<file path="src/rtl/seg_display_driver_if.sv">
// Display driver port bundle: CPU-side sources and select in, board anode/segment drive out.
// The driver itself takes the slave view; whatever feeds it takes the master view.
interface seg_display_driver_if;
    logic [1:0]  sel;
    logic [31:0] leddata;
    logic [31:0] count_cycle;
    logic [31:0] count_branch;
    logic [31:0] count_jmp;
    logic        blank_lz;
    logic [7:0]  an;
    logic [6:0]  seg;
    logic        dp;
    logic        frame_done;

    modport master (
        output sel, leddata, count_cycle, count_branch, count_jmp, blank_lz,
        input  an, seg, dp, frame_done
    );

    modport slave (
        input  sel, leddata, count_cycle, count_branch, count_jmp, blank_lz,
        output an, seg, dp, frame_done
    );
endinterface

</file>
<file path="src/rtl/seg_display_driver.sv">
// Multiplexed 8-digit hex display driver with a prescaled scan, per-slot anode blanking
// and leading-zero suppression. The value shown is frozen once per frame so it never tears.
module seg_display_driver #(
    parameter int SCAN_DIV  = 100000,
    parameter int BLANK_CYC = 16
) (
    input  logic               clk,
    input  logic               clr,
    seg_display_driver_if.slave bus
);

    localparam int PW = $clog2(SCAN_DIV);
    localparam logic [PW-1:0] PRESC_LAST = PW'(SCAN_DIV - 1);

    logic [PW-1:0] presc_q, presc_d;
    logic [2:0]    idx_q, idx_d;
    logic [31:0]   snap_q, snap_d;
    logic [1:0]    sel_q, sel_d;
    logic          frame_done_q, frame_done_d;

    logic [31:0]   src;
    logic [3:0]    nibble;
    logic          upper_zero;
    logic          lz_blank;
    logic          blank_win;

    always_comb begin
        src = bus.leddata;
        unique case (bus.sel)
            2'b00: src = bus.leddata;
            2'b01: src = bus.count_cycle;
            2'b10: src = bus.count_branch;
            2'b11: src = bus.count_jmp;
        endcase
    end

    // The snapshot and the select that produced it are taken together on the 7->0 wrap.
    always_comb begin
        presc_d      = presc_q + PW'(1);
        idx_d        = idx_q;
        snap_d       = snap_q;
        sel_d        = sel_q;
        frame_done_d = 1'b0;
        if (presc_q == PRESC_LAST) begin
            presc_d = '0;
            idx_d   = idx_q + 3'd1;
            if (idx_q == 3'd7) begin
                snap_d       = src;
                sel_d        = bus.sel;
                frame_done_d = 1'b1;
            end
        end
    end

    always_ff @(posedge clk or posedge clr) begin
        if (clr) begin
            presc_q      <= '0;
            idx_q        <= '0;
            snap_q       <= '0;
            sel_q        <= '0;
            frame_done_q <= 1'b0;
        end else begin
            presc_q      <= presc_d;
            idx_q        <= idx_d;
            snap_q       <= snap_d;
            sel_q        <= sel_d;
            frame_done_q <= frame_done_d;
        end
    end

    // With no blanking window the comparison against zero would be constant, so drop it.
    if (BLANK_CYC > 0) begin : g_blank
        localparam logic [PW-1:0] BLANK_LIM = PW'(BLANK_CYC);
        assign blank_win = presc_q < BLANK_LIM;
    end else begin : g_noblank
        assign blank_win = 1'b0;
    end

    function automatic logic [6:0] hex7(input logic [3:0] v);
        logic [6:0] s;
        s = 7'h7F;
        unique case (v)
            4'h0: s = 7'h40;
            4'h1: s = 7'h79;
            4'h2: s = 7'h24;
            4'h3: s = 7'h30;
            4'h4: s = 7'h19;
            4'h5: s = 7'h12;
            4'h6: s = 7'h02;
            4'h7: s = 7'h78;
            4'h8: s = 7'h00;
            4'h9: s = 7'h10;
            4'hA: s = 7'h08;
            4'hB: s = 7'h03;
            4'hC: s = 7'h46;
            4'hD: s = 7'h21;
            4'hE: s = 7'h06;
            4'hF: s = 7'h0E;
        endcase
        return s;
    endfunction

    assign nibble     = snap_q[{idx_q, 2'b00} +: 4];
    assign upper_zero = (snap_q >> {idx_q, 2'b00}) == 32'd0;
    assign lz_blank   = bus.blank_lz && (idx_q != 3'd0) && upper_zero;

    assign bus.seg        = lz_blank ? 7'h7F : hex7(nibble);
    assign bus.an         = blank_win ? 8'hFF : ~(8'h01 << idx_q);
    assign bus.dp         = ~((idx_q == 3'd0) && (sel_q != 2'b00) && !blank_win);
    assign bus.frame_done = frame_done_q;

endmodule

</file>
<file path="src/flat_wrapper.sv">
// flat-port wrapper written by rule: the top's interface ports become plain ports
module seg_display_driver_flat 
#(
    parameter int SCAN_DIV  = 100000,
    parameter int BLANK_CYC = 16
)
  (clk, clr, bus_sel, bus_leddata, bus_count_cycle, bus_count_branch, bus_count_jmp, bus_blank_lz, bus_an, bus_seg, bus_dp, bus_frame_done);
  seg_display_driver_if bus_i ();
  input  logic clk;
  input  logic clr;
  input wire logic [$bits(bus_i.sel)-1:0] bus_sel;
  input wire logic [$bits(bus_i.leddata)-1:0] bus_leddata;
  input wire logic [$bits(bus_i.count_cycle)-1:0] bus_count_cycle;
  input wire logic [$bits(bus_i.count_branch)-1:0] bus_count_branch;
  input wire logic [$bits(bus_i.count_jmp)-1:0] bus_count_jmp;
  input wire logic [$bits(bus_i.blank_lz)-1:0] bus_blank_lz;
  output wire logic [$bits(bus_i.an)-1:0] bus_an;
  output wire logic [$bits(bus_i.seg)-1:0] bus_seg;
  output wire logic [$bits(bus_i.dp)-1:0] bus_dp;
  output wire logic [$bits(bus_i.frame_done)-1:0] bus_frame_done;
  assign bus_i.sel = bus_sel;
  assign bus_i.leddata = bus_leddata;
  assign bus_i.count_cycle = bus_count_cycle;
  assign bus_i.count_branch = bus_count_branch;
  assign bus_i.count_jmp = bus_count_jmp;
  assign bus_i.blank_lz = bus_blank_lz;
  assign bus_an = bus_i.an;
  assign bus_seg = bus_i.seg;
  assign bus_dp = bus_i.dp;
  assign bus_frame_done = bus_i.frame_done;
  seg_display_driver #(.SCAN_DIV(SCAN_DIV), .BLANK_CYC(BLANK_CYC)) u_core (.clk(clk), .clr(clr), .bus(bus_i));
endmodule
</file>
<file path="config.mk">
export PLATFORM = sky130hd
export DESIGN_NAME = seg_display_driver_flat
export DESIGN_NICKNAME = d
export VERILOG_FILES = /design/src/rtl/seg_display_driver_if.sv /design/src/rtl/seg_display_driver.sv /design/src/flat_wrapper.sv
export SDC_FILE = /design/constraint.sdc
export NUM_CORES = 1
export LEC_CHECK = 0
export BUFFER_PORTS_ARGS = -buffer_cell sky130_fd_sc_hd__clkbuf_2
export CORE_MARGIN = 2
export CORE_UTILIZATION = 46
export CTS_BUF_LIST = sky130_fd_sc_hd__clkbuf_4
export DETAILED_ROUTE_END_ITERATION = 12
export PLACE_DENSITY = 0.89
export SYNTH_ARGS = -nofsm -noshare
export SYNTH_HDL_FRONTEND = slang
export SYNTH_SLANG_ARGS = --single-unit
export TNS_END_PERCENT = 5
</file>
<file path="constraint.sdc">
create_clock -name clk -period 2.7 [get_ports clk]
set_input_delay 0.135 -clock clk [delete_from_list [all_inputs] [get_ports clk]]
set_output_delay 0.135 -clock clk [all_outputs]
set_load 0.1 [all_outputs]
</file>
; Word-level counts from Yosys, hierarchy flattened
; Memories as Yosys holds them, arrays and structs flattened.
; Cells that the tools add are included.
[word_totals]
register_bits = 55
romBits = 112
inputBits = 133
out_inout_bits = 17
wordCells = 36
memories = 1
[mem_list]
columns = memory, depth, width, rd, rd_ports_with_merged_regs, write_ports, line_no
row1 = (name not given), 16, 7, 1, 0, 0, seg_display_driver.sv:82  ; unique case (v)
[op_classes]
n_addsub = 2
order_cmp = 1
n_eq_ne = 5
shifts = 3
mux = 6
bitwise_logic = 2
reduce_logical = 11
[ops]
columns = cell, n
row1 = case mux 32 bit (4 select lines), 1
row2 = zero test 32 bit, 1
row3 = indexed part select 32 x 6 -> 4 bit, 1
row4 = >> shifter 32 x 5 -> 32 bit, 1
row5 = "adder 17 x 1 -> 17 bit, second input constant", 1
row6 = "== test 17 bit, second input constant", 1
row7 = "< comparator 17 x 5 -> 1 bit, second input constant", 1
row8 = 2-to-1 mux 17 bit, 1
row9 = 2-to-1 mux 8 bit, 1
row10 = inverter 8 bit, 1
row11 = "left shift 1 x 3 -> 8 bit, first input constant", 1
row12 = 2-to-1 mux 7 bit, 1
row13 = "== test 2 bit, second input constant", 2
row14 = logical AND 1 bit, 4
row15 = "adder 3 x 1 -> 3 bit, second input constant", 1
row16 = "== test 3 bit, second input constant", 1
row17 = zero test 3 bit, 1
row18 = nonzero test 3 bit, 1
row19 = "== test 2 x 1 -> 1 bit, second input constant", 1
row20 = zero test 2 bit, 1
row21 = 2-to-1 mux 1 bit, 2
row22 = AND reduction 2 bit, 1
row23 = nonzero test 2 bit, 1
row24 = zero test 1 bit, 1
row25 = inverter 1 bit, 1

; Depth between registers and ports, before layout
[depth]
ltp_word = 4
depth_mapped = 12
depth_no_buf = 9

; Least setup slack after synthesis
; No wires, ideal clock.
[synth_path]
path_type = reg2out
from = register u_core.idx_q[0]
to = output bus_seg[2]
arrival_time_ns = 3.563
required_time_ns = 2.565
setup_slack_ns = -0.998
path_stages_with_launch = 10
path_buffers = 2
path_cell_list = dfrtp_1 -> buf_2 -> buf_4 -> mux4_2 -> mux2i_1 -> ha_1 -> nand2_1 -> a2111o_1 -> a2111oi_4 -> a311o_1
[synth_between]
elab_chain_cells = 4
elab_cells_between_ends = 8
classes_between = shift: 2 / mux: 1 / reduce/logical: 4 / memory: 1
[synth_lines]
columns = element, line_no
row1 = start: declaration, seg_display_driver.sv:16  ; logic [2:0] idx_q, idx_d;
row2 = start signal: assignment, seg_display_driver.sv:64  ; idx_q <= idx_d;
row3 = "parallel branches: the longest is 3 deep, another holds memory (16 x 7 bit)", n/a
row4 = 2-to-1 mux 7 bit (*), seg_display_driver.sv:107  ; assign bus.seg = lz_blank ? 7'h7F : hex7(nibble);
row5 = end: declaration, flat_wrapper.sv:18  ; output wire logic [$bits(bus_i.seg)-1:0] bus_seg;
; Mark *: on every way between the ends.

; Worst setup path in the final report
[layout_path]
from = register u_core.idx_q[0]
to = output bus_seg[6]
; Same word-level chain as after synthesis.

==> qor.csv <==
metric,value,unit
syn_avg_cell_area,12.2,um^2
peakVddDrop,0.206,mV
clock_sink_count,55,
cts.clk_slew.worst_paths,0.16,ns
post-dp-hpwl,8310,um
synth.distinct_cells,46,
ys_ff_latch,55,
vias_per_cell,5.64,
grt_pass1_vias,3526,
syn_inst,322,
synthArstFlopShare,100,%
max_cap_violations,0,
row_count,33,
track_usage,23.2,%
max_freq,324,MHz
final_util,64.1,%
nets,642,
die_area,9310,um^2
criticalPathCategory,flip-flop to output pin,
htree_levels,2,
fin_ws,-0.391,ns
antenna_found_initial,0,
finalHoldViolations,0,
finalMaxSlewViolations,0,
syn_area,3930,um^2
cts_buffers,5,
crit_required,2.57,ns
clock_skew,0.0145,ns
finalSetupViolCount,7,
violations,setup timing,
pwr_density_cell,282,nW/um^2
ys_warn_count,0,
first_iter_violations,197,
syn_nets,468,
coreArea,8260,um^2
grt_pass1_wl,16600,um
dpl.cell_count,591,
slew_headroom,24.7,%
status,finished with violations,
synth-main-ff-cell,dfrtp_1,
ctsHoldBuffers,0,
die_w,96.5,um
routed_wl,10300,um
io_buffers,149,
drcViolationCount,0,
dr_total_vias,3391,
overflow,0,
rsz0062_at_grt,yes,
critPathMaxFanout,7,
cp.arrival,2.96,ns
synth-edff-count,0,
fill_cells,618,
holdWs,0.0126,ns
yosysSeqAreaShare,35.0,%
cts_tree,yes,
clk_latency,0.39,ns
wl_per_cell,17.1,um
cp-end-kind,output pin,
die_h,96.5,um
grt_max_degree,56,
hold_path_class,input pin to async pin,
fin_crit,3.09,ns
tightest_slew,1.13,ns
area_growth,34.5,%
rr_worst_depth,6,
ioPinCount,150,
dr.pass1.iters,4,
layout-drive-gt1-share,59.5,%
start_util,47.6,%
cts_root_buf,clkbuf_4,
gp_congestion,0.914,
clockBufferDepth,2,
crit_path_start_kind,flip-flop,
n_antenna_cell,0,
leakage,2.56,nW
antenna_left,0,
fin_crit_sh,114,%
instances_no_fill,601,
-- synthesized netlist by cell type (5+ instances only) --
cell type   n  area share [%]
mux4_2     38              22
mux2_2     34             9.7
mux2i_1    10             2.5
nand3_1     9             1.1
clkbuf_1    7            0.67
nor2_1     20             1.9
inv_1       7            0.67
xnor2_1    10             2.2
xor2_1      5             1.1
nor4_1      8             1.3
a21oi_1     8             1.0
ha_1       13             4.1
dfrtp_1    55              35
nor3_1      9             1.1
nand2_1    28             2.7
-- logic make-up (layout without fill, tap and decap cells) --
logic type	count (synthesis)	count (layout)	synth area share, %
buffers and inverters	29	203	3.63
AND/OR/NAND/NOR	94	94	11.9
flip-flops	55	55	35.0
adder cells (fa/ha/maj)	13	13	4.13
multiplexers	84	84	35.0
XOR/XNOR	15	15	3.34
AO/OA/AOI/OAI	32	32	7.03
-- through the flow --
| step | total power, mW | TNS (ns) | setup WS (ns) | area (um^2) |
|---|---|---|---|---|
| after global placement | 1.06 | -0.342 | -0.0713 | 5120 |
| after CTS | 1.51 | -2.67 | -0.392 | 5250 |
| after global routing | 1.55 | -3.27 | -0.473 | 5290 |
| after detailed placement | 1.07 | -0.940 | -0.154 | 5120 |
| final | 1.49 | -2.39 | -0.391 | 5290 |
| after floorplan | 0.954 | -2.57 | -0.375 | 3970 |
-- power breakdown --
group	internal, mW	switching (mW)	total, mW
clock	0.190	0.256	0.447
combinational	0.144	0.0796	0.224
sequential	0.824	0	0.824
-- state kept, by name, indices dropped and copies added (netlist names) --
signal / count
u_core.bus.frame_done: 1
u_core.idx_q: 3
u_core.presc_q: 17
u_core.sel_q: 2
u_core.snap_q: 32
-- metal layers --
layer / track usage (%) / share of wire [%] / vias to the layer above
met4: 7.98 / 2.4 / 0
li1: - / - / 1579
met2: 41.3 / 52 / 165
met3: 3.80 / 6.3 / 21
met5: 0 / 0 / -
met1: 28.8 / 39 / 1626
-- worst max-delay path, stage by stage, from the launching register on --
cell and delay [ns]:
dfrtp_2 0.49, buf_4 0.18, mux4_2 0.35, mux2i_4 0.22, buf_4 0.14, buf_4 0.12, inv_1 0.08, ha_2 0.18
inv_1 0.07, nor2_1 0.06, a21o_1 0.15, a221o_2 0.36, buf_12 0.18
-- worst paths after layout --
path | startpoint | end | slack, ns
max | u_core.idx_q[0] | bus_seg[6] | -0.39
min | clr | u_core.presc_q[3] | 0.01
max reg2reg | u_core.presc_q[11] | u_core.snap_q[9] | 0.57
min reg2reg | u_core.presc_q[0] | u_core.presc_q[0] | 0.51
max in group asynchronous | clr | u_core.idx_q[0] | 1.94
min in group clk | bus_count_branch[2] | u_core.snap_q[2] | 0.19
-- placed cells by master (no fill, tap or decap), types with 5 or more instances in the layout --
cell type / instances
dfrtp_1: 53
nor2_1: 20
buf_12: 8
mux4_2: 39
xnor2_1: 10
a21oi_1: 8
clkbuf_2: 135
buf_4: 38
mux2i_1: 8
nor3_1: 9
clkbuf_4: 8
nand2_1: 25
nor4_1: 6
nand3_1: 9
ha_1: 11
xor2_1: 5
mux2_2: 34
inv_1: 5
-- cell type report --
cell class / instances / area (um^2) / area share (%)
Tap cell: 105 / 131 / 2.48
Multi-Input combinational cell: 238 / 2500 / 47.2
Sequential cell: 55 / 1380 / 26.1
Timing Repair Buffer: 187 / 1180 / 22.2
Inverter: 9 / 33.8 / 0.638
Clock inverter: 2 / 37.5 / 0.709
Clock buffer: 5 / 37.5 / 0.709
-- timing repair --
action	CTS	global route
pin swaps	6	6
endpoints found under the setup margin	11	16
setup buffers	3	0
gates resized for setup	11	10
Note: power is estimated with default switching activity, not from simulation.
